==> src/rtl/mem_stage_pkg.sv <==
// Shared types for the MEM stage: FSM states, default widths and the MEM/WB bundle.
package mem_stage_pkg;

    localparam int DEF_DATA_W = 32;
    localparam int DEF_REG_W  = 5;

    typedef enum logic {
        IDLE = 1'b0,
        BUSY = 1'b1
    } state_t;

    typedef struct packed {
        logic                  reg_write;
        logic                  mem_to_reg;
        logic [DEF_DATA_W-1:0] read_data;
        logic [DEF_DATA_W-1:0] alu_result;
        logic [DEF_REG_W-1:0]  write_reg;
    } mem_wb_t;

    localparam mem_wb_t MEM_WB_BUBBLE = '0;

endpackage

==> src/rtl/mem_access_unit_if.sv <==
// Data-memory req/ack port; the MEM stage drives the request side.
interface mem_access_unit_if #(
    parameter int DATA_W = 32
) ();

    logic              dmem_req;
    logic              dmem_we;
    logic [DATA_W-1:0] dmem_addr;
    logic [DATA_W-1:0] dmem_wdata;
    logic              dmem_ack;
    logic [DATA_W-1:0] dmem_rdata;

    modport master (
        output dmem_req, dmem_we, dmem_addr, dmem_wdata,
        input  dmem_ack, dmem_rdata
    );

    modport slave (
        input  dmem_req, dmem_we, dmem_addr, dmem_wdata,
        output dmem_ack, dmem_rdata
    );

endinterface

==> src/rtl/mem_wb_reg.sv <==
// MEM/WB pipeline register; a bubble clears only the write-back controls so no write repeats.
module mem_wb_reg
    import mem_stage_pkg::*;
(
    input  logic    clk,
    input  logic    rst_n,
    input  logic    load,
    input  logic    bubble,
    input  mem_wb_t d,
    output mem_wb_t q
);

    always_ff @(posedge clk or negedge rst_n) begin
        if (!rst_n) begin
            q <= MEM_WB_BUBBLE;
        end else if (bubble) begin
            q.reg_write  <= 1'b0;
            q.mem_to_reg <= 1'b0;
        end else if (load) begin
            q <= d;
        end
    end

endmodule

==> src/rtl/mem_access_unit.sv <==
// MEM-stage controller: runs the variable-latency data-memory transaction, stalls upstream
// while it is in flight, and owns the MEM/WB register.
module mem_access_unit
    import mem_stage_pkg::*;
#(
    parameter int DATA_W      = DEF_DATA_W,
    parameter int REG_W       = DEF_REG_W,
    parameter int STALL_CNT_W = 16
) (
    input  logic                   clk,
    input  logic                   rst_n,
    input  logic                   mem_write_in,
    input  logic                   mem_read_in,
    input  logic                   reg_write_in,
    input  logic                   mem_to_reg_in,
    input  logic [REG_W-1:0]       mux_reg_dst_out_in,
    input  logic [DATA_W-1:0]      ALU_result_in,
    input  logic [DATA_W-1:0]      mux_ALU_src_B_out_in,
    mem_access_unit_if.master      dmem,
    output logic                   mem_stall,
    output logic                   reg_write_out,
    output logic                   mem_to_reg_out,
    output logic [DATA_W-1:0]      read_data_out,
    output logic [DATA_W-1:0]      ALU_result_out,
    output logic [REG_W-1:0]       write_reg_out,
    output logic                   misalign_err,
    output logic [STALL_CNT_W-1:0] stall_cycles
);

    state_t            state;
    logic              access;
    logic              aligned;
    logic              start;
    logic              misaligned;
    logic              we_q;
    logic              reg_write_q;
    logic              mem_to_reg_q;
    logic [DATA_W-1:0] addr_q;
    logic [DATA_W-1:0] wdata_q;
    logic [REG_W-1:0]  write_reg_q;
    mem_wb_t           wb_d;
    mem_wb_t           wb_q;

    assign access     = mem_read_in | mem_write_in;
    assign aligned    = (ALU_result_in[1:0] == 2'b00);
    assign start      = (state == IDLE) && access && aligned;
    assign misaligned = (state == IDLE) && access && !aligned;

    // Gated by rst_n so the stall drops the moment reset is asserted, not at the next edge.
    always_comb begin
        mem_stall = 1'b0;
        if (!rst_n) begin
            mem_stall = 1'b0;
        end else if (state == IDLE) begin
            mem_stall = start;
        end else begin
            mem_stall = !dmem.dmem_ack;
        end
    end

    always_ff @(posedge clk or negedge rst_n) begin
        if (!rst_n) begin
            state        <= IDLE;
            we_q         <= 1'b0;
            reg_write_q  <= 1'b0;
            mem_to_reg_q <= 1'b0;
            addr_q       <= '0;
            wdata_q      <= '0;
            write_reg_q  <= '0;
        end else begin
            case (state)
                IDLE: begin
                    if (start) begin
                        state        <= BUSY;
                        we_q         <= mem_write_in;
                        reg_write_q  <= reg_write_in;
                        mem_to_reg_q <= mem_to_reg_in;
                        addr_q       <= ALU_result_in;
                        wdata_q      <= mux_ALU_src_B_out_in;
                        write_reg_q  <= mux_reg_dst_out_in;
                    end
                end
                BUSY: begin
                    if (dmem.dmem_ack) begin
                        state <= IDLE;
                    end
                end
                default: state <= IDLE;
            endcase
        end
    end

    assign dmem.dmem_req   = (state == BUSY);
    assign dmem.dmem_we    = we_q;
    assign dmem.dmem_addr  = addr_q;
    assign dmem.dmem_wdata = wdata_q;

    always_ff @(posedge clk or negedge rst_n) begin
        if (!rst_n) begin
            misalign_err <= 1'b0;
            stall_cycles <= '0;
        end else begin
            misalign_err <= misaligned;
            if (mem_stall && (stall_cycles != '1)) begin
                stall_cycles <= stall_cycles + STALL_CNT_W'(1);
            end
        end
    end

    // Misaligned accesses fall through to the all-zero bubble; stall edges are handled in mem_wb_reg.
    always_comb begin
        wb_d = MEM_WB_BUBBLE;
        if (state == BUSY) begin
            wb_d.reg_write  = reg_write_q;
            wb_d.mem_to_reg = mem_to_reg_q;
            wb_d.read_data  = we_q ? '0 : dmem.dmem_rdata;
            wb_d.alu_result = addr_q;
            wb_d.write_reg  = write_reg_q;
        end else if (!misaligned) begin
            wb_d.reg_write  = reg_write_in;
            wb_d.mem_to_reg = mem_to_reg_in;
            wb_d.read_data  = '0;
            wb_d.alu_result = ALU_result_in;
            wb_d.write_reg  = mux_reg_dst_out_in;
        end
    end

    mem_wb_reg u_mem_wb_reg (
        .clk    (clk),
        .rst_n  (rst_n),
        .load   (!mem_stall),
        .bubble (mem_stall),
        .d      (wb_d),
        .q      (wb_q)
    );

    assign reg_write_out  = wb_q.reg_write;
    assign mem_to_reg_out = wb_q.mem_to_reg;
    assign read_data_out  = wb_q.read_data;
    assign ALU_result_out = wb_q.alu_result;
    assign write_reg_out  = wb_q.write_reg;

endmodule

==> src/flat_wrapper.sv <==
// flat-port wrapper written by rule: the top's interface ports become plain ports
module mem_access_unit_flat import mem_stage_pkg::*;
#(
    parameter int DATA_W      = DEF_DATA_W,
    parameter int REG_W       = DEF_REG_W,
    parameter int STALL_CNT_W = 16
)
  (clk, rst_n, mem_write_in, mem_read_in, reg_write_in, mem_to_reg_in, mux_reg_dst_out_in, ALU_result_in, mux_ALU_src_B_out_in, mem_stall, reg_write_out, mem_to_reg_out, read_data_out, ALU_result_out, write_reg_out, misalign_err, stall_cycles, dmem_dmem_req, dmem_dmem_we, dmem_dmem_addr, dmem_dmem_wdata, dmem_dmem_ack, dmem_dmem_rdata);
  mem_access_unit_if #(.DATA_W(DATA_W)) dmem_i ();
  input  logic clk;
  input  logic rst_n;
  input  logic mem_write_in;
  input  logic mem_read_in;
  input  logic reg_write_in;
  input  logic mem_to_reg_in;
  input  logic [REG_W-1:0] mux_reg_dst_out_in;
  input  logic [DATA_W-1:0] ALU_result_in;
  input  logic [DATA_W-1:0] mux_ALU_src_B_out_in;
  output logic mem_stall;
  output logic reg_write_out;
  output logic mem_to_reg_out;
  output logic [DATA_W-1:0] read_data_out;
  output logic [DATA_W-1:0] ALU_result_out;
  output logic [REG_W-1:0] write_reg_out;
  output logic misalign_err;
  output logic [STALL_CNT_W-1:0] stall_cycles;
  output wire logic [$bits(dmem_i.dmem_req)-1:0] dmem_dmem_req;
  output wire logic [$bits(dmem_i.dmem_we)-1:0] dmem_dmem_we;
  output wire logic [$bits(dmem_i.dmem_addr)-1:0] dmem_dmem_addr;
  output wire logic [$bits(dmem_i.dmem_wdata)-1:0] dmem_dmem_wdata;
  input wire logic [$bits(dmem_i.dmem_ack)-1:0] dmem_dmem_ack;
  input wire logic [$bits(dmem_i.dmem_rdata)-1:0] dmem_dmem_rdata;
  assign dmem_dmem_req = dmem_i.dmem_req;
  assign dmem_dmem_we = dmem_i.dmem_we;
  assign dmem_dmem_addr = dmem_i.dmem_addr;
  assign dmem_dmem_wdata = dmem_i.dmem_wdata;
  assign dmem_i.dmem_ack = dmem_dmem_ack;
  assign dmem_i.dmem_rdata = dmem_dmem_rdata;
  mem_access_unit #(.DATA_W(DATA_W), .REG_W(REG_W), .STALL_CNT_W(STALL_CNT_W)) u_core (.clk(clk), .rst_n(rst_n), .mem_write_in(mem_write_in), .mem_read_in(mem_read_in), .reg_write_in(reg_write_in), .mem_to_reg_in(mem_to_reg_in), .mux_reg_dst_out_in(mux_reg_dst_out_in), .ALU_result_in(ALU_result_in), .mux_ALU_src_B_out_in(mux_ALU_src_B_out_in), .dmem(dmem_i), .mem_stall(mem_stall), .reg_write_out(reg_write_out), .mem_to_reg_out(mem_to_reg_out), .read_data_out(read_data_out), .ALU_result_out(ALU_result_out), .write_reg_out(write_reg_out), .misalign_err(misalign_err), .stall_cycles(stall_cycles));
endmodule
==> config.mk <==
export PLATFORM = sky130hd
export DESIGN_NAME = mem_access_unit_flat
export DESIGN_NICKNAME = d
export VERILOG_FILES = /design/src/rtl/mem_stage_pkg.sv /design/src/rtl/mem_access_unit_if.sv /design/src/rtl/mem_wb_reg.sv /design/src/rtl/mem_access_unit.sv /design/src/flat_wrapper.sv
export SDC_FILE = /design/constraint.sdc
export NUM_CORES = 1
export LEC_CHECK = 0
export ABC_AREA = 1
export ABC_CLOCK_PERIOD_IN_PS = 5500
export CAP_MARGIN = 30
export CORE_UTILIZATION = 48
export DETAILED_ROUTE_END_ITERATION = 16
export GPL_TIMING_DRIVEN = 0
export PLACE_DENSITY = 0.86
export REMOVE_ABC_BUFFERS = 1
export SYNTH_ARGS = -nofsm -noshare
export SYNTH_HDL_FRONTEND = slang
export SYNTH_SLANG_ARGS = --single-unit
==> constraint.sdc <==
create_clock -name clk -period 5.5 [get_ports clk]
set_clock_uncertainty 0.15 [all_clocks]
set_input_delay 0.825 -clock clk [delete_from_list [all_inputs] [get_ports clk]]
set_output_delay 0.825 -clock clk [all_outputs]
set_load 0.01 [all_outputs]
# Word level (Yosys, flattened, before mapping)
# Cells that the tools add are included.
# op_classes
addsub	1
eq_ne	1
muxes	9
bitwise	2
reduce_logical	8
# ops
operator	n
$mux W71	2
$mux W32	1
$add A16 B1 Y16 const B	1
$ne A16 B16 Y1 const B	1
$logic_and A1 B1 Y1	4
$mux W1	4
$logic_not A1 Y1	2
$logic_not A2 Y1	1
$mux W2	1
$pmux W1 S2	1
$reduce_and A2 Y1	1
$not A1 Y1	1
$or A1 B1 Y1	1
# word_totals
register_bits	161
inputBits	108
out_inout_bits	155
word_cells	35

# Depth between registers and ports, before layout
# Gate-level depths: netlist of the first run.
# logic_depth
word_depth	6
depth_mapped	10
depth_no_buf	9

# Cells and area by module
# A second synthesis of the first run with hierarchy kept.
# unflattened
cells_unflattened	866
hier_area_um2	7462.2
# by_module_without_submodules
mod	n_inst	cells_per_inst	area_per_inst_um2	seq_area_each_um2
mem_access_unit	1	556	4650.7	2252.2
mem_wb_reg	1	310	2811.4	1776.7

# Worst setup path after synthesis of the first run
# Ideal clock, no wire load.
# synth_path
path_type	input-to-output
start	input port mem_write_in
end	output port mem_stall
arrival_time_ns	1.614
t_required_ns	4.525
setup_slack_ns	2.911
stages	6
path_buffers	2
path_cell_list	nor2_1 > nor2_1 > nand2_1 > buf_2 > a21oi_4 > buf_2
# synth_between
elab_chain_len	5
# synth_lines
item	line	rtl
start: declaration	flat_wrapper.sv:12	input logic mem_write_in;
$or A1 B1 Y1	mem_access_unit.sv:44	assign access = mem_read_in | mem_write_in;
$logic_and A1 B1 Y1 (2 in series)	mem_access_unit.sv:46	assign start = (state == IDLE) && access && aligned;
$mux W1	mem_access_unit.sv:54	end else if (state == IDLE) begin
$mux W1	mem_access_unit.sv:52	if (!rst_n) begin
end: declaration	flat_wrapper.sv:19	output logic mem_stall;
# No other way between the ends.

# Final worst setup path of the first run
# layout_path
start	register u_core.state, in the netlist u_core.dmem.dmem_req
end	output port mem_stall
# layout_between
elab_chain_len	5
# layout_lines
item	line	rtl
start: declaration	mem_access_unit.sv:30	state_t state;
start signal: assignment	mem_access_unit.sv:63	state <= IDLE;
start signal: assignment	mem_access_unit.sv:74	state <= BUSY;
start signal: assignment	mem_access_unit.sv:85	state <= IDLE;
$not A1 Y1 (no source line)	--	
$logic_and A1 B1 Y1 (2 in series)	mem_access_unit.sv:46	
$mux W1 *	mem_access_unit.sv:54	
$mux W1 *	mem_access_unit.sv:52	
# Every way passes the cells marked *; elsewhere a longest branch is shown, timed or not.

==> flow_summary_export.csv, run 1 <==
group,metric,value,unit
status,outcome,"completed",
setup_path,worstSetupPathType,"reg -> out",
setup_path,startpoint,"u_core.dmem.dmem_req",
synthesis,syn_avg_cell_area,9.35,µm²
sta,relSlewSlack,39.3,%
floorplanning,core,14000,µm²
floorplanning,die_area,15000,µm²
global_route,grt_max_degree,101,
global_route,grt_pass1_wl,30100,µm
setup_path,path_cells,"inv_2 -> or2_1 -> a21oi_4 -> buf_16 -> clkdlybuf4s50_1",
setup_path,cpPeakStageDelay,0.96,ns
setup_path,cp-start-kind,"flip-flop",
global_route,grt-ovfl-total,0,
cells_and_area,stdcell_area,10400,µm²
synthesis,synth_area,6960,µm²
sta,hold_ws,0.173,ns
clock_tree,holdBufCountCts,0,
pwr,p_leak,4.81,nW
drt,drt_iter0_drc,400,
floorplanning,die_w,122,µm
sta,slew_violations,0,
synthesis,yosysSeqAreaShare,57.9,%
cells_and_area,final_cell_count_no_fill,1186,
pwr,power,3.65,mW
setup_path,crit_path_max_fanout,43,
floorplanning,start_util,49.7,%
cells_and_area,layout-drive-gt1-share,11.5,%
cells_and_area,antenna_cells,0,
clock_tree,cts_num_sinks,161,
pwr,power_density,351,nW/µm²
clock_tree,post_cts_buffers,0,
sta,hold_viol_final,0,
setup_path,worst_ep_required_time,4.53,ns
placement,place.gp.congestion,0.858,
drt,drtAntennaViolNets,0,
clock_tree,cts_inserted_buffers,17,
synthesis,syn-instance-count,744,
floorplanning,die_h,122,µm
placement,place_ws,0.937,ns
setup_path,endpoint_kind,"output port",
clock_tree,cts.path.max_buffers,2,
setup_path,arrival,3.83,ns
clock_tree,clkLatencyLatePin,0.42,ns
drt,dr.pass1.iters,5,
clock_tree,cts_resized,0,
cells_and_area,fin_nets,1103,
setup_path,reg2regPathDepth,7,
floorplanning,rows,43,
global_route,antenna_found_initial,0,
cells_and_area,utilization,74.3,%
clock_tree,h-tree-depth,4,
flow_run,drv_cap,0,
drt,drcViolationCount,0,
sta,fmax,208,MHz
setup_path,rrSetupSlack,1.94,ns
clock_tree,cts_tree,"yes",
setup_path,reg2reg_from,"u_core.dmem.dmem_req",
drt,vias,6047,
global_route,grt_pass1_vias,5885,
sta,fin_crit,4.81,ns
cells_and_area,syn_to_final_growth,49.3,%
placement,portBuffers,262,
sta,rsz0062_at_grt,"false",
floorplanning,ios,263,
sta,finalSetupViolCount,0,
sta,finalCritPeriodShare,87.4,%
sta,timing.final.ws_setup,0.694,ns
synthesis,yosysWarnings,0,
global_route,track_usage,26.5,%
pwr,ir_drop,0.238,mV
drt,vias_per_cell,5.10,
placement,dp_hpwl,13300,µm
drt,wire_per_inst,16.3,µm
sta,worst_pin_slew,0.906,ns
drt,wl,19300,µm
synthesis,synthDistinctLibCells,21,
clock_tree,cts-root-buf,"clkbuf_16",
setup_path,reg2reg_to,"u_core.stall_cycles[13]",
setup_path,cp_slowest_cell,"dfrtp_2",
placement,post_dp_cell_area,9840,µm²
placement,place_inst,1155,
sta,fin_tns_setup,0,ns
synthesis,ys_seq_elements,161,
worst_hold_path,hold_class,"in -> async",
clock_tree,clkTransAtPathRegs,0.06,ns
## cell usage in the layout (no fill, tap or decap)
cell type          n
nand2_4            1
nand3_1           39
buf_16             5
inv_2              1
mux2_2            70
nor2_2             1
buf_12             1
nor3_2             1
or2_1              1
clkbuf_1           3
clkinv_4           1
bufinv_16          2
a21oi_4            1
xnor2_1            4
dfrtp_1          160
buf_6              1
clkinv_2           5
nor2_4             1
ha_1               1
buf_8              2
clkinvlp_4         3
clkbuf_16         17
nand4_1            4
clkdlybuf4s50_1  261
nor2_1            20
nand2_1          333
o21ai_0           44
nand2_2            2
dfrtp_2            1
inv_1             17
xor2_1             3
## power breakdown
part | leakage, nW | switching [mW] | internal [mW]
logic | 2.52 | 0.421 | 0.570
clock network | 0.265 | 0.459 | 0.661
registers | 2.03 | 0.146 | 1.39
## worst max-delay path, delay by kind of cell (launching register included)
kind                   cells  cell delay (ns)
DFF                        1             0.96
buffers and inverters      3             1.39
AOI/OAI and AO/OA          1             0.61
and+or+nand+nor            1             0.43
## per-layer routing
metal	vias up	wire (µm)	GRT usage (%)
li1	2890	-	-
met1	2865	7650	31.5
met2	259	9250	43.0
met3	33	2040	10.4
met4	0	404	10.2
met5	-	0	0
## final cells by class
type | instances | area, µm²
clock buffer | 20 | 437
clock inverter | 11 | 116
multi-input combinational | 526 | 2700
timing repair buffer | 270 | 2810
fill | 955 | 3600
sequential | 161 | 4030
inverter | 18 | 67.6
tap | 180 | 225
## state kept, by name (all words and copies together) (netlist names)
signal                  cells
u_core.mem_to_reg_q         1
u_core.dmem.dmem_wdata     32
u_core.write_reg_q          5
u_core.dmem.dmem_addr      32
u_core.misalign_err         1
u_core.dmem.dmem_req        1
u_core.reg_write_q          1
u_core.u_mem_wb_reg.q      71
u_core.stall_cycles        16
u_core.dmem.dmem_we         1
## worst max-delay path by stage
stage	slack [ns]	endpoint
4_1_cts	0.67	mem_stall
3_5_place_dp	0.94	mem_stall
6_report	0.69	mem_stall
2_1_floorplan	0.83	mem_stall
5_1_grt	0.51	mem_stall
3_3_place_gp	-5.62	u_core.stall_cycles[4]
## synth_stat cells, drive strengths merged
cell type	count	share of area (%)
a21oi	1	0.23
buf	24	1.7
clkbuf	15	0.81
dfrtp	161	58
ha	1	0.18
inv	18	0.97
mux2	70	11
nand2	336	18
nand3	39	2.8
nand4	4	0.36
nor2	22	1.3
nor3	1	0.072
o21ai	44	3.2
or2	1	0.090
xnor2	4	0.50
xor2	3	0.38
## logic make-up (layout without fill, tap and decap cells)
kind of cell	after synthesis	in the layout	synth area share, %
AND/OR/NAND/NOR	403	403	22.8
flip-flops	161	161	57.9
multiplexers	70	70	11.3
buffers and inverters	57	319	3.51
AO/OA/AOI/OAI	45	45	3.40
XOR/XNOR	7	7	0.881
adder cells (fa/ha/maj)	1	1	0.180
Note: power is estimated with default switching activity, not from simulation.
==> inputs of run 2 (changes only) <==
--- a/config.mk
+++ b/config.mk
@@ -7,7 +7,7 @@
 export LEC_CHECK = 0
 export ABC_AREA = 1
 export ABC_CLOCK_PERIOD_IN_PS = 5500
-export CAP_MARGIN = 30
+export CAP_MARGIN = 25
 export CORE_UTILIZATION = 48
 export DETAILED_ROUTE_END_ITERATION = 16
 export GPL_TIMING_DRIVEN = 0
==> results of run 2 <==
No change in the layout: final DEF, timing and power equal those of run 1.
